## config.mk

```make
export PLATFORM = sky130hd
export DESIGN_NAME = branch_redirect
export DESIGN_NICKNAME = d
export VERILOG_FILES = /design/src/rtl/branch_redirect_pkg.sv /design/src/rtl/branch_redirect.sv
export SDC_FILE = /design/constraint.sdc
export NUM_CORES = 1
export LEC_CHECK = 0
export CAP_MARGIN = 20
export CORE_MARGIN = 4
export CORE_UTILIZATION = 38
export CTS_CLUSTER_DIAMETER = 40
export DETAILED_ROUTE_END_ITERATION = 8
export GPL_TIMING_DRIVEN = 0
export HOLD_SLACK_MARGIN = 0.03
export PLACE_DENSITY = 0.77
export SLEW_MARGIN = 20
export SYNTH_ARGS = -nofsm -noshare
export SYNTH_HDL_FRONTEND = slang
export SYNTH_SLANG_ARGS = --single-unit
```

## constraint.sdc

```tcl
create_clock -name clk -period 2.1 [get_ports clk]
set_input_delay 0.63 -clock clk [delete_from_list [all_inputs] [get_ports clk]]
set_output_delay 0.63 -clock clk [all_outputs]
set_load 0.03 [all_outputs]
```

## src/rtl/branch_redirect_pkg.sv

```systemverilog
// Shared definitions for the execute-stage branch redirect sequencer:
// state encoding and the default PR return-address offset.
package branch_redirect_pkg;

  typedef enum logic [1:0] {
    ST_IDLE  = 2'd0,
    ST_SLOT  = 2'd1,
    ST_REDIR = 2'd2
  } br_state_e;

  localparam int BR_PR_OFFSET = 4;

endpackage

```

## src/rtl/branch_redirect.sv

```systemverilog
// Branch redirect sequencer: turns branch-unit results into fetch redirects,
// younger-instruction flushes and PR writes. Optional: SLOT_ILLEGAL_CHK_EN.
module branch_redirect
  import branch_redirect_pkg::*;
#(
  parameter int AW        = 32,
  parameter int PR_OFFSET = BR_PR_OFFSET
) (
  input  logic          clk,
  input  logic          rst,
  input  logic          br_valid,
  output logic          br_ready,
  input  logic [AW-1:0] br_pc,
  input  logic          br_taken,
  input  logic [AW-1:0] br_target,
  input  logic          br_delayslot,
  input  logic          br_write_pr,
  input  logic          slot_retire,
  input  logic          exc_flush,
  output logic          fe_redir_valid,
  input  logic          fe_redir_ready,
  output logic [AW-1:0] fe_redir_target,
  output logic          flush_younger,
  output logic          pr_wen,
  output logic [AW-1:0] pr_wdata,
  output logic          addr_err
`ifdef SLOT_ILLEGAL_CHK_EN
  ,
  output logic          slot_illegal
`endif
);

  br_state_e     state, state_nxt;
  logic [AW-1:0] target_q, target_nxt;
  logic [AW-1:0] pr_wdata_nxt;
  logic          flush_nxt, pr_wen_nxt, addr_err_nxt;
`ifdef SLOT_ILLEGAL_CHK_EN
  logic          illegal_nxt;

  // A branch in the delay slot must reach us so it can be flagged.
  assign br_ready = (state == ST_IDLE) || (state == ST_SLOT);
`else
  assign br_ready = (state == ST_IDLE);
`endif

  assign fe_redir_target = target_q;

  always_comb begin
    state_nxt    = state;
    target_nxt   = target_q;
    pr_wdata_nxt = pr_wdata;
    flush_nxt    = 1'b0;
    pr_wen_nxt   = 1'b0;
    addr_err_nxt = 1'b0;
`ifdef SLOT_ILLEGAL_CHK_EN
    illegal_nxt  = 1'b0;
`endif
    if (exc_flush) begin
      // Exception wins over everything, including a same-cycle accept.
      state_nxt = ST_IDLE;
    end else begin
      case (state)
        ST_IDLE: begin
          if (br_valid) begin
            if (br_write_pr) begin
              pr_wen_nxt   = 1'b1;
              pr_wdata_nxt = br_pc + AW'(PR_OFFSET);
            end
            if (br_taken) begin
              if (br_target[0]) begin
                addr_err_nxt = 1'b1;
              end else begin
                target_nxt = br_target;
                if (br_delayslot) begin
                  state_nxt = ST_SLOT;
                end else begin
                  flush_nxt = 1'b1;
                  state_nxt = ST_REDIR;
                end
              end
            end
          end
        end
        ST_SLOT: begin
`ifdef SLOT_ILLEGAL_CHK_EN
          if (br_valid) begin
            illegal_nxt = 1'b1;
            state_nxt   = ST_IDLE;
          end else
`endif
          if (slot_retire) begin
            // The slot itself has retired; only what follows it is killed.
            flush_nxt = 1'b1;
            state_nxt = ST_REDIR;
          end
        end
        ST_REDIR: begin
          if (fe_redir_ready) state_nxt = ST_IDLE;
        end
        default: state_nxt = ST_IDLE;
      endcase
    end
  end

  always_ff @(posedge clk) begin
    if (rst) begin
      state          <= ST_IDLE;
      target_q       <= '0;
      fe_redir_valid <= 1'b0;
      flush_younger  <= 1'b0;
      pr_wen         <= 1'b0;
      pr_wdata       <= '0;
      addr_err       <= 1'b0;
`ifdef SLOT_ILLEGAL_CHK_EN
      slot_illegal   <= 1'b0;
`endif
    end else begin
      state          <= state_nxt;
      target_q       <= target_nxt;
      fe_redir_valid <= (state_nxt == ST_REDIR);
      flush_younger  <= flush_nxt;
      pr_wen         <= pr_wen_nxt;
      pr_wdata       <= pr_wdata_nxt;
      addr_err       <= addr_err_nxt;
`ifdef SLOT_ILLEGAL_CHK_EN
      slot_illegal   <= illegal_nxt;
`endif
    end
  end

endmodule

```

=== Yosys cells after proc, flatten, opt, wreduce, memory -nomap -nowiden ===
Cells that the tools add are included.

* Multiplexer cells: 16
* Reductions and logical operators: 6
* Bitwise operators: 5
* Add/subtract/negate cells: 1
* Equal/unequal tests: 3

{| class="wikitable"
|+ Operators with widths
! kind !! number
|-
| $add 32x3->32 const B || 1
|-
| $mux 2 || 7
|-
| $mux 1 || 7
|-
| $pmux 2 s3 || 1
|-
| $not 1->1 || 5
|-
| $reduce_and 5->1 || 1
|-
| $reduce_or 5->1 || 1
|-
| $eq 2x2->1 const B || 2
|-
| $reduce_and 4->1 || 1
|-
| $reduce_or 4->1 || 1
|-
| $eq 2x1->1 const B || 1
|-
| $logic_not 2->1 || 1
|-
| $pmux 1 s2 || 1
|-
| $reduce_or 2->1 || 1
|}

* Register bits after elaboration: 69
* Output and inout port bits: 69
* Bits of input ports: 73

=== Depth between registers and ports, before layout ===
* Depth after elaboration: 7
* Mapped depth: 7
* Mapped depth without buffers: 5

=== Worst setup path before layout ===
No wires, ideal clock.

* Path kind: in2reg
* From: input br_pc[2]
* To: register pr_wdata[20]
* Slack: 0.064 ns
* Required time: 2.012 ns
* Data arrival time: 1.948 ns
* Cell stages on the path: 5
* Cells stage by stage: ha_1 nand3_4 or2_0 or4_4 a311oi_2

* Longest elaborated chain between the ends: 1

{| class="wikitable"
|+ Ends and longest elaborated chain
! what !! line !! source
|-
| start: declaration || branch_redirect.sv:13 || <nowiki>input logic [AW-1:0] br_pc,</nowiki>
|-
| $add 32x3->32 || branch_redirect.sv:67 || <nowiki>pr_wdata_nxt = br_pc + AW'(PR_OFFSET);</nowiki>
|-
| end signal: assignment || branch_redirect.sv:123 || <nowiki>pr_wdata <= pr_wdata_nxt;</nowiki>
|-
| end: declaration || branch_redirect.sv:25 || <nowiki>output logic [AW-1:0] pr_wdata,</nowiki>
|}

No other way between the ends.
A chain may end at the register's enable or synchronous reset.

=== Final worst setup path ===
* From: input br_pc[22]
* To: register pr_wdata[28]

The elaborated chain is that of the path after synthesis.

==> run metrics <==
status=finished with violations; failing checks=negative setup slack; drt drc=0; most common cell in the netlist=nand2_1; Slew Viols, Final=0; Synth Flop Type=dfxtp_1; CP max stage delay=0.59 ns; routed length on met2=5070 um; Hold Crit Class=flop to flop; P_sw=856 uW; Yosys warning total=0; Non-Filler Instances=659; Post-synth EDFFs=0; RSZ-0062 raised after global routing=yes; grt ovf=0; Final Hold Fails=0; worst-path fanout max=6; Most common cell on crit path=nand4_1; cells after synthesis=394; Max Cap Viol=0; total number of vias=3526; Post-Route Setup TNS=-0.0350 ns; crit path DAT=2.38 ns; First-pass DRT Iterations=5; CTS Buffer Depth=2; Peak VDD IR=0.355 mV; cell taking the most area after synthesis=dfxtp_1; endpoint kind of the worst setup timing path=flop; final instance area=5140 um^2; Core Area=8220 um^2; I/O pin total=142; die area=10000 um^2; CTS tree=built; Die Ht=100 um; Synth cell types=47; flops & latches, synth=69; Synth top cells by count=84 x nand2_1, 69 x dfxtp_1, 36 x a21oi_1; global-route wire length before repair=16600 um; hpwl dp=8030 um; power share of the combinational group=18.0%; Die Span X=100 um; setup violators final=1; layout cell share with drive strength beyond 1=12.1%; WL/cell=16.3 um; Slowest-stage cell, CP=clkdlybuf4s50_1; Final Skew=0.0113 ns; Highest Signal Layer=met4; Leak=1.82 nW; required time of the critical path=2.34 ns; clock buffer count from CTS=9; Cells after DPL=638; clock sink count=69; Setup crit start kind=primary input; Syn Nets=468; share of the synthesized area in the top cell type=42.9%; Area contributors post-synth=dfxtp_1 43%, nand2_1 9.8%, a211oi_1 6.1%; Max transition margin=55.2%; pre-CTS setup slack=-0.613 ns; Sequential Power Share=43.0%; Final GP Congestion=0.878; mapped cell area=3220 um^2; Antenna Nets Post-Route=0; worst skew pair latency=0.34 ns; cell family with most CP delay=simple AND/OR/NAND/NOR gates; Layout Nets=623; Worst-path clk slew=0.09 ns; Layout area overhead=59.5%; CTS Hold Buffers Added=0; worst path cell trace=clkdlybuf4s50_1 -> nand4_1 -> nor3_2 -> nand4_1 -> a311oi_1; largest net degree at the start of global routing=13; M1 WL=4600 um; root buffer cell=clkbuf_8; fmax=0.468 GHz; kind of critical path=primary input to flop; initial antenna violation count=0; ANT cells=0; switch share=26.7%; Vias per Instance=5.35; Port Buffers=139; DRT iter0 DRCs=205; met3 wire len=829 um; fin crit period=2.14 ns; crit share post-route=102%; Post-synth ARST share=0%; Clk pwr share=39.0%; H-Tree Depth=3; post-route worst setup slack=-0.0350 ns; gr usage total=20.6%; Pint=2.35 mW; total power per unit cell area=625 nW/um^2; Initial Utilization=39.2%; sequential share of the synthesized area=42.9%; num rows=33; number of global-route vias before repair=3370; placed inst area=4740 um^2; final WL=10800 um; Least-Margin Pin Slew=0.671 ns; Buf/Inv on CP=1; Avg Cell Area, Syn=8.17 um^2
stage by stage:
step / util, % / hold slack, ns / power, mW
6_report: 62.5 / 0.455 / 3.21
4_1_cts: 61.1 / 0.458 / 3.22
3_3_place_gp: 57.7 / 0.442 / 1.97
3_5_place_dp: 57.7 / 0.447 / 1.97
5_1_grt: 62.5 / 0.474 / 3.33
2_1_floorplan: - / 0.483 / 1.66
flip-flops by register name, indices dropped and copies added, names as in the netlist:
name	count
addr_err	1
fe_redir_target	31
fe_redir_valid	1
flush_younger	1
pr_wdata	32
pr_wen	1
state	2
final cells by class:
class	instances	area [um^2]
fill	738	3080
multi-input combinational	291	1790
timing repair buffer	145	1440
sequential	69	1380
clock buffer	11	151
buffer	25	131
tap	105	131
clock inverter	5	82.6
inverter	8	30.0
worst register-to-register path, cell delays in order, from the launching register on:
cell and delay (ns):
dfxtp_1 0.35, or2_1 0.23, buf_2 0.17, or4_1 0.47, clkbuf_1 0.15, buf_2 0.20, nand2_1 0.09, a21oi_1 0.06
power groups by stage:
| stage | combinational, mW | sequential [mW] | clock [mW] |
|---|---|---|---|
| final | 0.578 | 1.38 | 1.25 |
| after CTS | 0.565 | 1.38 | 1.28 |
| after global placement | 0.556 | 1.41 | 0 |
| after floorplan | 0.164 | 1.50 | 0 |
| after detailed placement | 0.562 | 1.41 | 0 |
| after global routing | 0.615 | 1.39 | 1.33 |
path summary, 6_finish.rpt:
check | startpoint | to | slack, ns | cells past startpoint
setup / recovery | br_pc[22] | pr_wdata[28]$_SDFFE_PP0P_ | -0.04 | 5
hold / removal | fe_redir_target[27]$_SDFFE_PP0P_ | fe_redir_target[27]$_SDFFE_PP0P_ | 0.46 | 2
setup reg to reg | state[1]$_SDFF_PP0_ | fe_redir_target[30]$_SDFFE_PP0P_ | 0.24 | 7
hold reg to reg | fe_redir_target[27]$_SDFFE_PP0P_ | fe_redir_target[27]$_SDFFE_PP0P_ | 0.46 | 2
placed cells by master (no fill, tap or decap), drive strengths merged, types with 3 or more instances in the layout:
master / netlist / layout
nand4: 13 / 13
clkbuf: 12 / 25
a21oi: 36 / 36
dlygate4sd2: 0 / 11
dlymetal6s2s: 0 / 7
or2: 3 / 3
clkinv: 0 / 3
o21bai: 6 / 6
clkdlybuf4s50: 0 / 119
dfxtp: 69 / 69
buf: 14 / 18
xnor2: 13 / 13
nor3: 18 / 18
nand3: 8 / 8
nor4: 16 / 16
a211oi: 26 / 26
a311oi: 3 / 3
nand2: 84 / 84
inv: 8 / 8
and4: 9 / 9
nor2: 29 / 29
or4: 4 / 4
cells by family (layout without fill, tap and decap cells):
logic type | count (synthesis) | count (layout) | share of synthesized area (%)
other cells | 1 | 1 | 0.116
fa+ha+maj | 1 | 1 | 0.389
flops | 69 | 69 | 42.9
simple gates | 193 | 193 | 31.1
compound gates | 81 | 81 | 16.6
xor+xnor | 15 | 15 | 4.08
buf+inv | 34 | 194 | 4.78
per-layer routing:
metal	vias up	global-route usage, %
li1	1716	-
met1	1611	26.7
met2	168	34.6
met3	31	2.99
met4	0	7.67
met5	-	0
what timing repair did:
action	in CTS	in global routing
buffers inserted	2	4
endpoints found under the setup margin	19	36
hold endpoints to repair	0	0
gates resized for setup	23	28
pin swaps	1	6
(Power assumes the default switching activity.)
